--- config.mk ---
export PLATFORM = sky130hd
export DESIGN_NAME = booth_step_ctrl_flat
export DESIGN_NICKNAME = d
export VERILOG_FILES = /design/src/rtl/booth_pkg.sv /design/src/rtl/booth_step_ctrl_if.sv /design/src/rtl/booth_addsub_shift.sv /design/src/rtl/booth_step_ctrl.sv /design/src/flat_wrapper.sv
export SDC_FILE = /design/constraint.sdc
export NUM_CORES = 1
export LEC_CHECK = 0
export CORE_MARGIN = 4
export CORE_UTILIZATION = 53
export DETAILED_ROUTE_END_ITERATION = 16
export PLACE_DENSITY = 0.84
export SLEW_MARGIN = 15
export SYNTH_ARGS = -nofsm -noshare
export SYNTH_HDL_FRONTEND = slang
export SYNTH_HIERARCHICAL = 1
export SYNTH_SLANG_ARGS = --single-unit
--- constraint.sdc ---
create_clock -name clk -period 7.5 [get_ports clk]
set_input_delay 1.5 -clock clk [delete_from_list [all_inputs] [get_ports clk]]
set_output_delay 1.5 -clock clk [all_outputs]
set_load 0.05 [all_outputs]
--- src/rtl/booth_pkg.sv ---
// Shared widths, FSM state type and Booth recoding constants for the
// radix-2 Booth sequencer.
package booth_pkg;

  localparam int unsigned WIDTH_IN = 16;
  localparam int unsigned WIDTH_PP = 2 * WIDTH_IN + 1;
  localparam int unsigned CNT_W    = $clog2(WIDTH_IN) + 1;

  typedef enum logic [1:0] {IDLE, STEP, DONE} booth_state_e;

  localparam logic [1:0] BOOTH_ADD = 2'b01;
  localparam logic [1:0] BOOTH_SUB = 2'b10;

endpackage

--- src/rtl/booth_step_ctrl_if.sv ---
// Request/result and downstream partial-product bus of the Booth sequencer.
interface booth_step_ctrl_if;
  import booth_pkg::*;

  logic                  start_i;
  logic [WIDTH_IN-1:0]   a_i;
  logic [WIDTH_IN-1:0]   b_i;
  logic                  busy_o;
  logic                  done_o;
  logic [2*WIDTH_IN-1:0] product_o;
  logic [WIDTH_PP-1:0]   pp_next_o;
  logic                  en_load_o;
  logic                  en_step_o;

  modport master (
    output start_i, a_i, b_i,
    input  busy_o, done_o, product_o, pp_next_o, en_load_o, en_step_o
  );

  modport slave (
    input  start_i, a_i, b_i,
    output busy_o, done_o, product_o, pp_next_o, en_load_o, en_step_o
  );

endinterface

--- src/rtl/booth_addsub_shift.sv ---
// One radix-2 Booth step: conditional add/sub of the multiplicand into the
// upper half, then arithmetic shift right by one.
module booth_addsub_shift
  import booth_pkg::*;
(
  input  logic [WIDTH_PP-1:0] pp_i,
  input  logic [WIDTH_IN-1:0] a_reg_i,
  output logic [WIDTH_PP-1:0] pp_new_o
);

  logic [WIDTH_IN:0] hi_ext;
  logic [WIDTH_IN:0] a_ext;
  logic [WIDTH_IN:0] sum;

  // One extra bit of headroom carries the shifted-in sign, so -2^(N-1) squared cannot overflow.
  assign hi_ext = {pp_i[WIDTH_PP-1], pp_i[WIDTH_PP-1:WIDTH_IN+1]};
  assign a_ext  = {a_reg_i[WIDTH_IN-1], a_reg_i};

  always_comb begin
    sum = hi_ext;
    case (pp_i[1:0])
      BOOTH_ADD: sum = hi_ext + a_ext;
      BOOTH_SUB: sum = hi_ext - a_ext;
      default:   sum = hi_ext;
    endcase
  end

  assign pp_new_o = {sum, pp_i[WIDTH_IN:1]};

endmodule

--- src/rtl/booth_step_ctrl.sv ---
// Radix-2 Booth multiply sequencer: latches operands, runs WIDTH_IN steps on a
// shadow partial-product word and drives the downstream register strobes.
module booth_step_ctrl
  import booth_pkg::*;
(
  input  logic               clk,
  input  logic               reset,
  booth_step_ctrl_if.slave   bus
);

  booth_state_e          state_q, state_d;
  logic [CNT_W-1:0]      count_q, count_d;
  logic [WIDTH_PP-1:0]   pp_q, pp_d;
  logic [WIDTH_PP-1:0]   pp_new;
  logic [WIDTH_PP-1:0]   pp_load;
  logic [WIDTH_IN-1:0]   a_q, a_d;
  logic [2*WIDTH_IN-1:0] product_q, product_d;
  logic                  last_step;
  logic                  load;

  booth_addsub_shift u_addsub_shift (
    .pp_i     (pp_q),
    .a_reg_i  (a_q),
    .pp_new_o (pp_new)
  );

  assign pp_load   = {{WIDTH_IN{1'b0}}, bus.b_i, 1'b0};
  assign last_step = (count_q == CNT_W'(WIDTH_IN - 1));
  assign load      = (state_q == IDLE) && bus.start_i && reset;

  always_comb begin
    state_d   = state_q;
    count_d   = count_q;
    pp_d      = pp_q;
    a_d       = a_q;
    product_d = product_q;
    case (state_q)
      IDLE: begin
        if (bus.start_i) begin
          a_d     = bus.a_i;
          pp_d    = pp_load;
          count_d = '0;
          state_d = STEP;
        end
      end
      STEP: begin
        pp_d    = pp_new;
        count_d = count_q + CNT_W'(1);
        if (last_step) begin
          state_d   = DONE;
          product_d = pp_new[WIDTH_PP-1:1];
        end
      end
      DONE:    state_d = IDLE;
      default: state_d = IDLE;
    endcase
  end

  always_ff @(posedge clk) begin
    if (!reset) begin
      state_q   <= IDLE;
      count_q   <= '0;
      pp_q      <= '0;
      a_q       <= '0;
      product_q <= '0;
    end else begin
      state_q   <= state_d;
      count_q   <= count_d;
      pp_q      <= pp_d;
      a_q       <= a_d;
      product_q <= product_d;
    end
  end

  always_comb begin
    bus.en_load_o = load;
    bus.en_step_o = (state_q == STEP);
    if (load) begin
      bus.pp_next_o = pp_load;
    end else if (state_q == STEP) begin
      bus.pp_next_o = pp_new;
    end else begin
      bus.pp_next_o = pp_q;
    end
  end

  assign bus.busy_o    = (state_q != IDLE);
  assign bus.done_o    = (state_q == DONE);
  assign bus.product_o = product_q;

endmodule

--- src/flat_wrapper.sv ---
// flat-port wrapper written by rule: the top's interface ports become plain ports
module booth_step_ctrl_flat import booth_pkg::*;
  (clk, reset, bus_start_i, bus_a_i, bus_b_i, bus_busy_o, bus_done_o, bus_product_o, bus_pp_next_o, bus_en_load_o, bus_en_step_o);
  booth_step_ctrl_if bus_i ();
  input  logic clk;
  input  logic reset;
  input wire logic [$bits(bus_i.start_i)-1:0] bus_start_i;
  input wire logic [$bits(bus_i.a_i)-1:0] bus_a_i;
  input wire logic [$bits(bus_i.b_i)-1:0] bus_b_i;
  output wire logic [$bits(bus_i.busy_o)-1:0] bus_busy_o;
  output wire logic [$bits(bus_i.done_o)-1:0] bus_done_o;
  output wire logic [$bits(bus_i.product_o)-1:0] bus_product_o;
  output wire logic [$bits(bus_i.pp_next_o)-1:0] bus_pp_next_o;
  output wire logic [$bits(bus_i.en_load_o)-1:0] bus_en_load_o;
  output wire logic [$bits(bus_i.en_step_o)-1:0] bus_en_step_o;
  assign bus_i.start_i = bus_start_i;
  assign bus_i.a_i = bus_a_i;
  assign bus_i.b_i = bus_b_i;
  assign bus_busy_o = bus_i.busy_o;
  assign bus_done_o = bus_i.done_o;
  assign bus_product_o = bus_i.product_o;
  assign bus_pp_next_o = bus_i.pp_next_o;
  assign bus_en_load_o = bus_i.en_load_o;
  assign bus_en_step_o = bus_i.en_step_o;
  booth_step_ctrl u_core (.clk(clk), .reset(reset), .bus(bus_i));
endmodule
* Yosys cells after proc, flatten, opt, wreduce, memory -nomap -nowiden *
Cells that the tools add are included.

word-level totals
  flip-flop bits (word level) = 88
  latch bits = 0
  RAM bits = 0
  ROM bits = 0
  output and inout bits = 69
  memories kept = 0

operators by class
  add/sub/neg operators = 3
  $mul = 0
  divide/modulo/power cells = 0
  order comparisons = 0
  eq/ne operators = 7
  shifts and indexed selects = 0
  multiplexer cells = 10
  bitwise logic cells = 0
  reductions and logical operators = 9

operators with widths
  operator               count
  $mux W33               3
  $pmux W33 S2           1
  $pmux W17 S2           1
  $add A16 B16 Y17       1
  $sub A16 B16 Y17       1
  $pmux W5 S2            1
  $reduce_and A2 Y1      4
  $add A5 B1 Y5 const B  1
  $eq A5 B4 Y1 const B   1
  $mux W5                1
  $eq A2 B1 Y1 const B   2
  $eq A2 B2 Y1 const B   2
  $mux W2                2
  $pmux W2 S2            1
  $reduce_bool A2 Y1     2
  $logic_and A1 B1 Y1    2
  $logic_not A2 Y1       1
  $ne A2 B1 Y1 const B   1
  $ne A2 B2 Y1 const B   1

* Longest topological paths before layout *
  word-level depth = 4
  depth in mapped cells = 16
  mapped depth without buffers = 15

* By module *
Netlist, hierarchy kept.

modules (own cells, without submodules)
  module              instances  cells each  area an instance (um^2)
  booth_step_ctrl     1          436         3,895.0
  booth_addsub_shift  1          223         1,461.4

* Worst setup path before layout *
OpenSTA, ideal clock, no wires.

  path kind = reg2out
  from = register u_core.a_q[5]
  to = output port bus_pp_next_o[31]
  arrival time = 3.755 ns
  data required time = 6.000 ns
  slack = 2.245 ns
  stages on the path, launching flop included = 15
  cell sequence = dfxtp_1 > or4_4 > nor4_1 > a31oi_1 > xnor2_1 > ha_1 > clkbuf_1 > nand2_1 > o21ai_0 > nand4_1 > a211o_1 > a21oi_1 > nand3b_1 > mux2i_1 > nor2_1

on the way
  longest elaborated chain between the ends = 4

ends and longest elaborated chain
  what                                                         RTL line                                            RTL
  start: declaration                                           booth_step_ctrl.sv:16                               logic [WIDTH_IN-1:0] a_q, a_d;
  start signal: assignment                                     booth_step_ctrl.sv:64                               a_q <= '0;
  start signal: assignment                                     booth_step_ctrl.sv:70                               a_q <= a_d;
  $sub A16 B16 Y17 / $add A16 B16 Y17 (equally long branches)  booth_addsub_shift.sv:23, booth_addsub_shift.sv:22
  $pmux W17 S2 (*)                                             booth_addsub_shift.sv:21                            case (pp_i[1:0])
  named net u_core.pp_new[31]                                  booth_step_ctrl.sv:14                               logic [WIDTH_PP-1:0] pp_new;
  $mux W33 (*)                                                 booth_step_ctrl.sv:80                               end else if (state_q == STEP) begin
  $mux W33 (*)                                                 booth_step_ctrl.sv:78                               if (load) begin
  end: declaration                                             flat_wrapper.sv:13                                  output wire logic [$bits(bus_i.pp_next_o)-1:0] bus_pp_next_o;

The timed path passes the listed nets; every way through them passes the cells marked *.

* Worst setup path in the final report *
  from = register u_core.a_q[5]
  to = output port bus_pp_next_o[30]

Same word-level chain as after synthesis.

==> metrics.txt <==
Port Buf Inserts 103; hpwl dp 10,200 µm; GRT met2 Usage 37.3%; Synth async-reset ratio 0%; Setup-failing EPs final 0; setup_tns 0 ps; Chip Width 109 µm; DR vias/cell 5.66; CP max FO 10; Post-synth EDFFs 0; top-count cell post-synth nand2_1; post-layout min period 6540 ps; CTS tree done; Core ar. 9820 µm²; root buf cell clkbuf_8; Inserted Clock Buffers 9; global-route met1 utilization 31.9%; Boundary Pins 104; Max-Cap Viols 0; mean routed wirelength per cell 15.9 µm; GR Layer Usage met3 2.93%; DR vias 4,858; RSZ-0062 raised after global routing no; CP Capture Type output port; Sink Count 88; Worst Skew 13.3 ps; remaining antenna violation count 0; period utilisation layout 87.1%; crit-path max cell delay 830 ps; clk slew on worst S/H paths 80 ps; die area 11,800 µm²; Unique masters post-synth 60; Post-Synthesis Cell Area 5360 µm²; critical path arrival 5040 ps; GR peak layer met2; Post-CTS Hold Fix Bufs 0; Post-synth top cells 108 x nand2_1, 88 x dfxtp_1, 68 x nor2_1; register area share after synthesis 32.9%; layout cells sized above 1 6.76%; Buf/Inv on CP 1; Design Area, Final 6450 µm²; Top FF cell, synth dfxtp_1; Setup Fix Bufs, Post-CTS 0; hold crit path type register to register; Max Freq 0.153 GHz; total chip power 1.29 mW; crit path launch type register; worst path cell trace or4_4, nor4_1, a31oi_1, xnor2_1, ha_1, a21oi_1, nand3b_1, o21ai_0, xnor2_1, o21ai_0, mux2i_1, nor2_1, clkdlybuf4s50_1; area leader, netlist dfxtp_1; Post-Route WL 13,700 µm; Die H 109 µm; Placed Area 6220 µm²; Overall Global Routing Usage 23.1%; Synth Warn # 6; PwrDens 200 nW/µm²; slowest CP cell clkdlybuf4s50_1; syn_area_per_cell 8.13 µm²; vias in the first global route 4,576; largest net degree at the start of global routing 60; critical path class register to output port; buffer depth of the longest clock path 2; H-Tree Depth 3; Cell Rows 36; worst hold slack 469 ps; Worst Max-Slew Pin Slew 933 ps; kind of cell adding the most delay to the critical path simple AND/OR/NAND/NOR gates; PostCTS Resize Cnt 0; status finished clean; final core utilization 65.7%; clk_lat worst skew 350 ps; Synth top area share 32.9%; peak supply drop 0.113 mV; Slew headroom 37.7%; leakage power 2.41 nW; Initial Utilization 54.5%; flops & latches, synth 88; Final Hold Viols 0; Mapped Cells 659; Synth area leaders dfxtp_1 33%, nand2_1 7.6%, mux2i_1 6.5%; n_diodes 0; area grow syn2layout 20.5%; antenna violations before repair 0; # DRC 0; drt first-iter violations 300; Post-layout nets 776; GPL Wtd Cong 0.911; final max-slew violation count 0; gr ovfl total 0; syn nets 715; first-pass GRT wire length 22,000 µm; Req. time, crit path 6000 ps; router iterations before antenna repair 4
==> metrics by stage <==
| stage | cells | worst slack, ps |
|---|---|---|
| CTS | 858 | 1040 |
| detailed placement | 842 | 1420 |
| finish | 858 | 964 |
| global placement | 841 | 1540 |
| global route | 858 | 797 |
| floorplan | 659 | 2250 |
==> cells in the final DEF, fill, tap and decap left out, types with 6 or more instances in the layout <==
master,synthesis,layout
a21boi_0,32,32
a21oi_1,33,33
a22o_1,16,16
a31oi_1,8,8
buf_4,20,6
clkbuf_8,0,11
clkdlybuf4s50_1,0,102
dfxtp_1,88,88
ha_1,20,20
inv_1,15,15
mux2i_1,35,35
nand2_1,108,108
nor2_1,68,68
nor2b_1,20,20
nor3_1,9,9
o21ai_0,41,41
o221a_2,16,16
xnor2_1,18,18
xor2_1,6,6
==> area by class of cell <==
cell class | instances | area (µm²)
Inverter | 15 | 56.3
Sequential cell | 88 | 1760
Timing Repair Buffer | 110 | 1080
Fill cell | 882 | 3370
Tap cell | 133 | 166
Multi-Input combinational cell | 496 | 3160
Clock buffer | 12 | 155
Clock inverter | 4 | 73.8
==> worst paths after layout <==
kind,start,endpoint,slack (ps),cells past startpoint
hold / removal,u_core/bus.product_o[5],u_core/bus.product_o[5],470,2
hold reg to reg,u_core/bus.product_o[5],u_core/bus.product_o[5],470,2
setup reg to reg,u_core/a_q[5],u_core/pp_q[30],3550,12
setup / recovery,u_core/a_q[5],bus_pp_next_o[30],960,13
==> logic make-up after synthesis <==
family	synth area share [%]
and+or+nand+nor	20.2
AOI/OAI and AO/OA	22.9
adders and majority gates	5.05
buffers and inverters	8.25
muxes	6.75
xor gates and xnor gates	3.92
DFF	32.9
==> tightest hold or removal path: cells and delay by family, from the launching register on <==
kind            cells  cell delay, ps
compound gates      1              60
flops               1             320
simple gates        1              50
==> per-layer routing <==
metal / share of wire (%) / vias up
met5: 0 / -
met4: 1.7 / 0
met3: 5.3 / 16
met2: 46 / 140
met1: 47 / 2295
li1: - / 2407
==> flip-flops by register name, summed over array words and instances (netlist names) <==
signal and count:
u_core/pp_q 33, u_core/bus.product_o 32, u_core/a_q 16, u_core/count_q 5, u_core/state_q 2
==> report_power, final <==
part / internal [mW] / leakage (nW) / switching, mW
Sequential: 0.484 / 0.716 / 0.0223
Clock: 0.207 / 0.117 / 0.165
Combinational: 0.165 / 1.57 / 0.249
Power figures use the tool's default switching activity.
